--- config.mk ---
export PLATFORM = sky130hd
export DESIGN_NAME = pipe_ctrl_hazard_unit_flat
export DESIGN_NICKNAME = d
export VERILOG_FILES = /design/src/rtl/pipe_ctrl_hazard_if.sv /design/src/rtl/pipe_ctrl_hazard_unit.sv /design/src/flat_wrapper.sv
export SDC_FILE = /design/constraint.sdc
export NUM_CORES = 1
export LEC_CHECK = 0
export ABC_AREA = 0
export CAP_MARGIN = 20
export CORE_MARGIN = 4
export CORE_UTILIZATION = 40
export CTS_BUF_LIST = sky130_fd_sc_hd__clkbuf_16
export DETAILED_ROUTE_END_ITERATION = 10
export MAX_ROUTING_LAYER = met4
export PLACE_DENSITY = 0.9
export SLEW_MARGIN = 20
export SYNTH_ARGS = -nofsm -noshare
export SYNTH_HDL_FRONTEND = slang
export SYNTH_SLANG_ARGS = --single-unit
--- constraint.sdc ---
create_clock -name clk -period 2.3 [get_ports clk]
set_input_delay 0.345 -clock clk [delete_from_list [all_inputs] [get_ports clk]]
set_output_delay 0.345 -clock clk [all_outputs]
set_load 0.01 [all_outputs]
--- src/rtl/pipe_ctrl_hazard_if.sv ---
// pipe_ctrl_hazard_if: ID-stage inputs, hazard controls and the staged control bundle of the hazard unit.
interface pipe_ctrl_hazard_if #(parameter int REG_AW = 5);
  logic              id_valid;
  logic [6:0]        id_opcode;
  logic [REG_AW-1:0] id_rs1, id_rs2, id_rd;
  logic              ex_taken;
  logic              stall, ifid_flush, illegal_op;
  logic [1:0]        ex_alu_op;
  logic              ex_alu_src, ex_branch, ex_jump, ex_mem_read, ex_mem_write, ex_mem_to_reg, ex_reg_write;
  logic [REG_AW-1:0] ex_rd;
  logic              mem_mem_read, mem_mem_write, mem_mem_to_reg, mem_reg_write;
  logic [REG_AW-1:0] mem_rd;
  logic              wb_mem_to_reg, wb_reg_write;
  logic [REG_AW-1:0] wb_rd;
  modport master (
    output id_valid, id_opcode, id_rs1, id_rs2, id_rd, ex_taken,
    input  stall, ifid_flush, illegal_op, ex_alu_op, ex_alu_src, ex_branch, ex_jump, ex_mem_read,
           ex_mem_write, ex_mem_to_reg, ex_reg_write, ex_rd, mem_mem_read, mem_mem_write,
           mem_mem_to_reg, mem_reg_write, mem_rd, wb_mem_to_reg, wb_reg_write, wb_rd
  );
  modport slave (
    input  id_valid, id_opcode, id_rs1, id_rs2, id_rd, ex_taken,
    output stall, ifid_flush, illegal_op, ex_alu_op, ex_alu_src, ex_branch, ex_jump, ex_mem_read,
           ex_mem_write, ex_mem_to_reg, ex_reg_write, ex_rd, mem_mem_read, mem_mem_write,
           mem_mem_to_reg, mem_reg_write, mem_rd, wb_mem_to_reg, wb_reg_write, wb_rd
  );
endinterface

--- src/rtl/pipe_ctrl_hazard_unit.sv ---
// pipe_ctrl_hazard_unit: RV32I control decode, ID/EX-EX/MEM-MEM/WB control staging, load-use stall and branch squash.
module pipe_ctrl_hazard_unit #(
  parameter int REG_AW      = 5,
  parameter int FLUSH_SLOTS = 2,
  parameter int EN_JUMP     = 1
) (
  input logic clk,
  input logic reset_n,
  pipe_ctrl_hazard_if.slave bus
);
  typedef struct packed {
    logic       alu_src, mem_to_reg, reg_write, mem_read, mem_write, branch, jump;
    logic [1:0] alu_op;
  } ctrl_t;
  localparam logic [6:0] OP_R = 7'b0110011, OP_LD = 7'b0000011, OP_ST = 7'b0100011;
  localparam logic [6:0] OP_BR = 7'b1100011, OP_IMM = 7'b0010011, OP_JAL = 7'b1101111, OP_JALR = 7'b1100111;
  localparam ctrl_t JUMP_C = 9'b1_0_1_0_0_0_1_00;
  ctrl_t             dec, id_c, ex_q;
  logic [REG_AW-1:0] ex_rd_q, mem_rd_q, wb_rd_q;
  logic [3:0]        mem_q;
  logic [1:0]        wb_q;
  logic [2:0]        sq_cnt;
  logic              use1, use2, unsupported, taken_q, squash, hazard, live;
  always_comb begin
    dec  = '0;
    use1 = 1'b0;
    use2 = 1'b0;
    case (bus.id_opcode)
      OP_R:    begin dec = 9'b0_0_1_0_0_0_0_10; use1 = 1'b1; use2 = 1'b1; end
      OP_LD:   begin dec = 9'b1_1_1_1_0_0_0_00; use1 = 1'b1; end
      OP_ST:   begin dec = 9'b1_0_0_0_1_0_0_00; use1 = 1'b1; use2 = 1'b1; end
      OP_BR:   begin dec = 9'b0_0_0_0_0_1_0_01; use1 = 1'b1; use2 = 1'b1; end
      OP_IMM:  begin dec = 9'b1_0_1_0_0_0_0_11; use1 = 1'b1; end
      OP_JAL:  dec = EN_JUMP != 0 ? JUMP_C : '0;
      OP_JALR: begin dec = EN_JUMP != 0 ? JUMP_C : '0; use1 = EN_JUMP != 0; end
      default: dec = '0;
    endcase
  end
  // every supported opcode sets at least one control bit, so an all-zero decode means unsupported
  assign unsupported = ~|dec;
  always_comb begin
    id_c           = dec;
    id_c.reg_write = dec.reg_write & (bus.id_rd != '0);
  end
  assign taken_q = bus.ex_taken & (ex_q.branch | ex_q.jump);
  assign squash  = taken_q | (sq_cnt != 3'd0);
  assign hazard  = bus.id_valid & ex_q.mem_read & (ex_rd_q != '0) &
                   ((use1 & (ex_rd_q == bus.id_rs1)) | (use2 & (ex_rd_q == bus.id_rs2)));
  assign live    = bus.id_valid & ~squash & ~hazard;
  assign bus.stall      = hazard & ~squash;
  assign bus.ifid_flush = taken_q;
  assign bus.illegal_op = bus.id_valid & ~squash & unsupported;
  always_ff @(posedge clk) begin
    if (!reset_n) begin
      sq_cnt   <= 3'd0;
      ex_q     <= '0;
      ex_rd_q  <= '0;
      mem_q    <= '0;
      mem_rd_q <= '0;
      wb_q     <= '0;
      wb_rd_q  <= '0;
    end else begin
      sq_cnt   <= taken_q ? 3'(FLUSH_SLOTS - 1) : (sq_cnt != 3'd0 ? sq_cnt - 3'd1 : 3'd0);
      ex_q     <= live & ~unsupported ? id_c : '0;
      ex_rd_q  <= live & ~unsupported ? bus.id_rd : '0;
      mem_q    <= {ex_q.mem_read, ex_q.mem_write, ex_q.mem_to_reg, ex_q.reg_write};
      mem_rd_q <= ex_rd_q;
      wb_q     <= mem_q[1:0];
      wb_rd_q  <= mem_rd_q;
    end
  end
  assign {bus.ex_alu_src, bus.ex_mem_to_reg, bus.ex_reg_write, bus.ex_mem_read, bus.ex_mem_write,
          bus.ex_branch, bus.ex_jump, bus.ex_alu_op} = ex_q;
  assign bus.ex_rd = ex_rd_q;
  assign {bus.mem_mem_read, bus.mem_mem_write, bus.mem_mem_to_reg, bus.mem_reg_write} = mem_q;
  assign bus.mem_rd = mem_rd_q;
  assign {bus.wb_mem_to_reg, bus.wb_reg_write} = wb_q;
  assign bus.wb_rd = wb_rd_q;
endmodule
--- src/flat_wrapper.sv ---
// flat-port wrapper written by rule: the top's interface ports become plain ports
module pipe_ctrl_hazard_unit_flat 
#(
  parameter int REG_AW      = 5,
  parameter int FLUSH_SLOTS = 2,
  parameter int EN_JUMP     = 1
)
  (clk, reset_n, bus_id_valid, bus_id_opcode, bus_id_rs1, bus_id_rs2, bus_id_rd, bus_ex_taken, bus_stall, bus_ifid_flush, bus_illegal_op, bus_ex_alu_op, bus_ex_alu_src, bus_ex_branch, bus_ex_jump, bus_ex_mem_read, bus_ex_mem_write, bus_ex_mem_to_reg, bus_ex_reg_write, bus_ex_rd, bus_mem_mem_read, bus_mem_mem_write, bus_mem_mem_to_reg, bus_mem_reg_write, bus_mem_rd, bus_wb_mem_to_reg, bus_wb_reg_write, bus_wb_rd);
  pipe_ctrl_hazard_if #(.REG_AW(REG_AW)) bus_i ();
  input logic clk;
  input logic reset_n;
  input wire logic [$bits(bus_i.id_valid)-1:0] bus_id_valid;
  input wire logic [$bits(bus_i.id_opcode)-1:0] bus_id_opcode;
  input wire logic [$bits(bus_i.id_rs1)-1:0] bus_id_rs1;
  input wire logic [$bits(bus_i.id_rs2)-1:0] bus_id_rs2;
  input wire logic [$bits(bus_i.id_rd)-1:0] bus_id_rd;
  input wire logic [$bits(bus_i.ex_taken)-1:0] bus_ex_taken;
  output wire logic [$bits(bus_i.stall)-1:0] bus_stall;
  output wire logic [$bits(bus_i.ifid_flush)-1:0] bus_ifid_flush;
  output wire logic [$bits(bus_i.illegal_op)-1:0] bus_illegal_op;
  output wire logic [$bits(bus_i.ex_alu_op)-1:0] bus_ex_alu_op;
  output wire logic [$bits(bus_i.ex_alu_src)-1:0] bus_ex_alu_src;
  output wire logic [$bits(bus_i.ex_branch)-1:0] bus_ex_branch;
  output wire logic [$bits(bus_i.ex_jump)-1:0] bus_ex_jump;
  output wire logic [$bits(bus_i.ex_mem_read)-1:0] bus_ex_mem_read;
  output wire logic [$bits(bus_i.ex_mem_write)-1:0] bus_ex_mem_write;
  output wire logic [$bits(bus_i.ex_mem_to_reg)-1:0] bus_ex_mem_to_reg;
  output wire logic [$bits(bus_i.ex_reg_write)-1:0] bus_ex_reg_write;
  output wire logic [$bits(bus_i.ex_rd)-1:0] bus_ex_rd;
  output wire logic [$bits(bus_i.mem_mem_read)-1:0] bus_mem_mem_read;
  output wire logic [$bits(bus_i.mem_mem_write)-1:0] bus_mem_mem_write;
  output wire logic [$bits(bus_i.mem_mem_to_reg)-1:0] bus_mem_mem_to_reg;
  output wire logic [$bits(bus_i.mem_reg_write)-1:0] bus_mem_reg_write;
  output wire logic [$bits(bus_i.mem_rd)-1:0] bus_mem_rd;
  output wire logic [$bits(bus_i.wb_mem_to_reg)-1:0] bus_wb_mem_to_reg;
  output wire logic [$bits(bus_i.wb_reg_write)-1:0] bus_wb_reg_write;
  output wire logic [$bits(bus_i.wb_rd)-1:0] bus_wb_rd;
  assign bus_i.id_valid = bus_id_valid;
  assign bus_i.id_opcode = bus_id_opcode;
  assign bus_i.id_rs1 = bus_id_rs1;
  assign bus_i.id_rs2 = bus_id_rs2;
  assign bus_i.id_rd = bus_id_rd;
  assign bus_i.ex_taken = bus_ex_taken;
  assign bus_stall = bus_i.stall;
  assign bus_ifid_flush = bus_i.ifid_flush;
  assign bus_illegal_op = bus_i.illegal_op;
  assign bus_ex_alu_op = bus_i.ex_alu_op;
  assign bus_ex_alu_src = bus_i.ex_alu_src;
  assign bus_ex_branch = bus_i.ex_branch;
  assign bus_ex_jump = bus_i.ex_jump;
  assign bus_ex_mem_read = bus_i.ex_mem_read;
  assign bus_ex_mem_write = bus_i.ex_mem_write;
  assign bus_ex_mem_to_reg = bus_i.ex_mem_to_reg;
  assign bus_ex_reg_write = bus_i.ex_reg_write;
  assign bus_ex_rd = bus_i.ex_rd;
  assign bus_mem_mem_read = bus_i.mem_mem_read;
  assign bus_mem_mem_write = bus_i.mem_mem_write;
  assign bus_mem_mem_to_reg = bus_i.mem_mem_to_reg;
  assign bus_mem_reg_write = bus_i.mem_reg_write;
  assign bus_mem_rd = bus_i.mem_rd;
  assign bus_wb_mem_to_reg = bus_i.wb_mem_to_reg;
  assign bus_wb_reg_write = bus_i.wb_reg_write;
  assign bus_wb_rd = bus_i.wb_rd;
  pipe_ctrl_hazard_unit #(.REG_AW(REG_AW), .FLUSH_SLOTS(FLUSH_SLOTS), .EN_JUMP(EN_JUMP)) u_core (.clk(clk), .reset_n(reset_n), .bus(bus_i));
endmodule
# ---- Word-level counts from Yosys, hierarchy flattened
# Cells that the tools add are included.
dict set report op_classes {
  n_eq_ne 9
  muxes 5
  n_addsub 1
  n_bitwise 19
  n_reduce_logical 10
}
# operator n
set op_table {}
lappend op_table {{$pmux 9 s6} 1}
lappend op_table {{$eq 7x7->1 const B} 3}
lappend op_table {{$eq 7x6->1 const B} 2}
lappend op_table {{$and 1x1->1} 12}
lappend op_table {{$eq 5x5->1} 2}
lappend op_table {{$reduce_bool 5->1} 2}
lappend op_table {{$reduce_or 9->1} 1}
lappend op_table {{$eq 7x2->1 const B} 1}
lappend op_table {{$eq 7x5->1 const B} 1}
lappend op_table {{$reduce_or 3->1} 2}
lappend op_table {{$reduce_or 6->1} 1}
lappend op_table {{$mux 1} 4}
lappend op_table {{$not 1->1} 4}
lappend op_table {{$or 1x1->1} 3}
lappend op_table {{$reduce_bool 3->1} 1}
lappend op_table {{$sub 3x1->3 const B} 1}
lappend op_table {{$reduce_and 2->1} 1}
lappend op_table {{$reduce_or 2->1} 1}
lappend op_table {{$logic_not 1->1} 1}
dict set report word_totals {
  out_inout_bits 33
  word_cells 59
  ff_bits 33
  in_bits 26
}

# ---- Depth between registers and ports, before layout
dict set report depth {
  word_depth 10
  ltp_mapped 7
}

# ---- Worst setup path after synthesis
# Ideal clock, no wire load.
dict set report synth_path {
  path_type {input to output}
  startpoint {input bus_id_opcode[1]}
  endpoint {output bus_stall}
  t_required_ps 1955
  slack_ps 143
  cell_stages 6
  arrival_ps 1812
  cell_sequence {nand2_2 or3_4 or4_4 a21oi_2 buf_6 and3_1}
}
dict set report synth_between {
  elab_chain_cells 7
  elab_cells_between_ends 15
  classes_between {eq/ne: 6; mux: 2; bitwise: 5; reduce/logical: 2}
}
# element line_no
set synth_rtl {}
lappend synth_rtl {{from (decl)} flat_wrapper.sv:13} ;# input wire logic [$bits(bus_i.id_opcode)-1:0] bus_id_opcode;
lappend synth_rtl {{$eq 7x6->1 (tied with other cells)} pipe_ctrl_hazard_unit.sv:28} ;# case (bus.id_opcode)
lappend synth_rtl {{$reduce_or 6->1 (no source line) or $reduce_or 3->1 (tied branches)} -}
lappend synth_rtl {{$mux 1} pipe_ctrl_hazard_unit.sv:28}
lappend synth_rtl {{$and 1x1->1} pipe_ctrl_hazard_unit.sv:48} ;# ((use1 & (ex_rd_q == bus.id_rs1)) | (use2 & (ex_rd_q == bus.id_rs2)));
lappend synth_rtl {{$or 1x1->1 *} pipe_ctrl_hazard_unit.sv:48}
lappend synth_rtl {{$and 1x1->1 *} pipe_ctrl_hazard_unit.sv:47} ;# assign hazard = bus.id_valid & ex_q.mem_read & (ex_rd_q != '0) &
lappend synth_rtl {{$and 1x1->1 *} pipe_ctrl_hazard_unit.sv:50} ;# assign bus.stall = hazard & ~squash;
lappend synth_rtl {{to (decl)} flat_wrapper.sv:18} ;# output wire logic [$bits(bus_i.stall)-1:0] bus_stall;
# Every way passes the cells marked *; elsewhere a longest branch is shown, timed or not.

# ---- Worst setup path after layout
dict set report layout_path {
  startpoint {register u_core.ex_rd_q[4] (netlist: u_core.bus.ex_rd[4])}
  endpoint {output bus_stall}
}
dict set report layout_between {
  elab_chain_cells 5
  elab_cells_between_ends 9
  classes_between {eq/ne: 2; bitwise: 6; reduce/logical: 1}
}
# element line_no
set layout_rtl {}
lappend layout_rtl {{from (decl)} pipe_ctrl_hazard_unit.sv:19} ;# logic [REG_AW-1:0] ex_rd_q, mem_rd_q, wb_rd_q;
lappend layout_rtl {{from (signal assigned)} pipe_ctrl_hazard_unit.sv:65} ;# ex_rd_q <= live & ~unsupported ? bus.id_rd : '0;
lappend layout_rtl {{$eq 5x5->1} pipe_ctrl_hazard_unit.sv:48}
lappend layout_rtl {{$and 1x1->1} pipe_ctrl_hazard_unit.sv:48}
lappend layout_rtl {{$or 1x1->1} pipe_ctrl_hazard_unit.sv:48}
lappend layout_rtl {{$and 1x1->1 *} pipe_ctrl_hazard_unit.sv:47}
lappend layout_rtl {{$and 1x1->1 *} pipe_ctrl_hazard_unit.sv:50}
# Marks and branches as above.

==> reports/qor.tcl <==
set qor(outcome) {finished, violations left}
set qor(failing_checks) {setup timing}
set qor(area_of_the_die_um2) 4041
set qor(fin_cells) 234
set qor(starting_drc_count_in_detailed_routing) 40
set qor(clock_tree.buffer_depth) 2
set qor(gp_congestion) 0.8605
set qor(detailed_place.area_um2) 1944
set qor(io_buffers) 58
set qor(drtPass1Iterations) 4
set qor(wl_per_cell_um) 16.29
set qor(netlist_instances) 123
set qor(wirelength_um) 3811
set qor(path_class) {reg -> out}
set qor(cp-start-kind) {flip-flop}
set qor(finalInstanceArea_um2) 2130
set qor(worstSkewPairLatency_ns) 0.28
set qor(cap_viol_max_count) 0
set qor(number_of_endpoints_failing_setup_at_the_final_stage) 1
set qor(tritoncts) {done}
set qor(layout.core_utilization_pct) 74.65
set qor(nNetsFinal) 229
set qor(footprint_of_the_multi_input_gates_um2) 596.8
set qor(start_util_pct) 43.29
set qor(syn2layout_area_growth_pct) 72.44
set qor(report.final.slew_viol_count) 0
set qor(yosys_most_used_dff) {sky130_fd_sc_hd__dfxtp_1}
set qor(asyncSetResetFlopFracSynth_pct) 0
set qor(ios) 59
set qor(power_density_nw_per_um2) 749.0
set qor(unrepaired_setup_endpoints_after_global_routing) {true}
set qor(grt_start_max_net_pins) 15
set qor(place_inst) 224
set qor(synth_nets) 151
set qor(number_of_global_route_vias_before_repair) 1262
set qor(slew-limit-headroom_pct) 62.58
set qor(cp-end-kind) {output port}
set qor(final_common_cell) {sky130_fd_sc_hd__clkdlybuf4s50_1}
set qor(mostFrequentLayoutCells) {sky130_fd_sc_hd__clkdlybuf4s50_1 (46), sky130_fd_sc_hd__dfxtp_1 (30), sky130_fd_sc_hd__buf_4 (17)}
set qor(tritoncts.num_buffers) 5
set qor(synthesis.yosys.warnings) 0
set qor(cts.htree.levels) 2
set qor(cts_root_buffer) {sky130_fd_sc_hd__clkbuf_16}
set qor(final_antenna_net_count) 0
set qor(final_critical_path_setup_slack_ns) -0.008263
set qor(tritoncts_num_sinks) 31
set qor(min_path_type) {in -> reg}
set qor(number_of_flops_mapped_to_enable_cells_by_yosys) 0
set qor(grt_first_pass_wirelength_um) 6058
set qor(cts_hold_repair.buffers) 0
set qor(synth.lib_cells_used.distinct) 34
set qor(grt_remaining_overflow) 0
set qor(period_share_pct) 100.4
set qor(remaining_drc_errors) 0
set qor(layout.filler_cells) 199
set qor(post_synth_instance_area_um2) 1235
set qor(static-leakage-power_nw) 0.8767
set qor(fmaxAchievable_ghz) 0.4332
set qor(worst-endpoint-required_ns) 1.96
set qor(die_width_um) 63.57
set qor(routed_via_density) 5.222
set qor(syn_area_per_cell_um2) 10.04
set qor(largest_vdd_supply_drop_v) 0.0004589
set qor(floorplan.core_area_um2) 2853
set qor(clock-skew-final_ns) 0.006218
set qor(finalHoldViolCount) 0
set qor(worst-endpoint-arrival_ns) 1.96
set qor(antenna_violations_before_repair) 1
set qor(yosys_register_bits) 31
set qor(place.detailed.hpwl_um) 2597
set qor(global_route.usage.total_pct) 20.10
set qor(seqCellArea_um2) 621.8
set qor(path_clk_slew_ns) 0.05
set qor(final.min_clock_period_ns) 2.308
set qor(via_count) 1222
set qor(worst_slew_pin_slew_ns) 0.5576
set qor(drive_gt1_share_pct) 20.30
set qor(die-height_um) 63.57
set qor(path_max_fanout) 4
set qor(synth_sequential_area_ratio_pct) 50.25
set qor(placementRows) 19
==> layer usage <==
layer	track usage, %	wire [µm]
met5	-	0
met1	20.63	1500
met3	6.039	213
met2	34.16	1993
met4	11.05	103
==> cells by family after synthesis <==
logic type | count (synthesis) | synth area share [%]
compound gates | 12 | 6.181
buf+inv | 9 | 3.951
simple gates | 58 | 29.69
xor+xnor | 10 | 7.093
flops | 31 | 50.25
fa+ha+maj | 2 | 2.026
mux | 1 | 0.8106
==> final timing paths <==
path                                        start                            endpoint  slack [ns]  depth (start not counted)
hold / removal                   bus_id_opcode[0]       u_core.bus.ex_jump$_SDFF_PN0_        0.39                          3
setup / recovery   u_core.bus.ex_rd[4]$_SDFF_PN0_                           bus_stall      -0.008                          6
hold reg to reg   u_core.bus.mem_rd[0]$_SDFF_PN0_      u_core.bus.wb_rd[0]$_SDFF_PN0_        0.46                          1
setup reg to reg   u_core.bus.ex_rd[4]$_SDFF_PN0_  u_core.bus.ex_mem_write$_SDFF_PN0_        0.15                          7
==> synth_stat cells, types with 3 or more instances <==
| master | instances | area share [%] |
|---|---|---|
| sky130_fd_sc_hd__xnor2_1 | 3 | 2.1 |
| sky130_fd_sc_hd__nor3b_1 | 5 | 3.0 |
| sky130_fd_sc_hd__o21ai_0 | 5 | 2.0 |
| sky130_fd_sc_hd__dfxtp_1 | 31 | 50 |
| sky130_fd_sc_hd__xor2_1 | 7 | 5.0 |
| sky130_fd_sc_hd__nor4_1 | 3 | 1.5 |
| sky130_fd_sc_hd__and2_1 | 16 | 8.1 |
| sky130_fd_sc_hd__nor3_1 | 4 | 1.6 |
| sky130_fd_sc_hd__nor2_1 | 8 | 2.4 |
| sky130_fd_sc_hd__inv_1 | 5 | 1.5 |
| sky130_fd_sc_hd__nand4_1 | 4 | 2.0 |
==> sequential cells by signal, indices dropped and copies added, names as in the netlist <==
register / flops
u_core.bus.ex_rd: 5
u_core.bus.mem_rd: 5
u_core.bus.wb_rd: 5
u_core.mem_q: 3
u_core.sq_cnt: 3
u_core.bus.ex_alu_op: 2
u_core.wb_q: 2
u_core.bus.ex_alu_src: 1
u_core.bus.ex_branch: 1
u_core.bus.ex_jump: 1
u_core.bus.ex_mem_read: 1
u_core.bus.ex_mem_write: 1
u_core.bus.ex_reg_write: 1
==> cell type report <==
type                            instances  area share (%)
Multi-Input combinational cell         83           28.03
Clock buffer                            5           5.875
Antenna cell                            1          0.1175
Sequential cell                        31           29.20
Timing Repair Buffer                   75           32.26
Clock inverter                          3           1.821
Inverter                                5          0.8813
Tap cell                               31           1.821
==> worst max-delay path, cell delays in order, from the launching register on <==
cell and delay (ns):
sky130_fd_sc_hd__dfxtp_1 0.31, sky130_fd_sc_hd__buf_4 0.16, sky130_fd_sc_hd__or4_2 0.55, sky130_fd_sc_hd__o211ai_1 0.31
sky130_fd_sc_hd__a21oi_4 0.06, sky130_fd_sc_hd__and3_4 0.18, sky130_fd_sc_hd__buf_6 0.11
==> power by group <==
part           total, mW  internal [mW]  switching (mW)
registers          0.578          0.565          0.0128
clock network      0.726          0.503           0.222
logic              0.292          0.136           0.155
==> metrics by stage <==
step	hold WS (ns)	setup WS (ns)	power, mW	TNS [ns]
global route	0.3997	-0.03627	1.664	-0.03627
finish	0.3918	-0.008263	1.595	-0.008263
floorplan	0.4667	0.1430	0.7301	0
global placement	0.4366	-0.6447	0.8445	-0.9498
detailed placement	0.4471	-0.7032	0.8634	-1.589
CTS	0.3876	0.02070	1.594	0
==> repair_timing <==
item                       4_1_cts  5_1_grt
buffers inserted                 1        0
setup endpoints to repair        2        4
pin swaps                        7        3
gates resized for setup         31        5
Note: power is estimated with default switching activity, not from simulation.
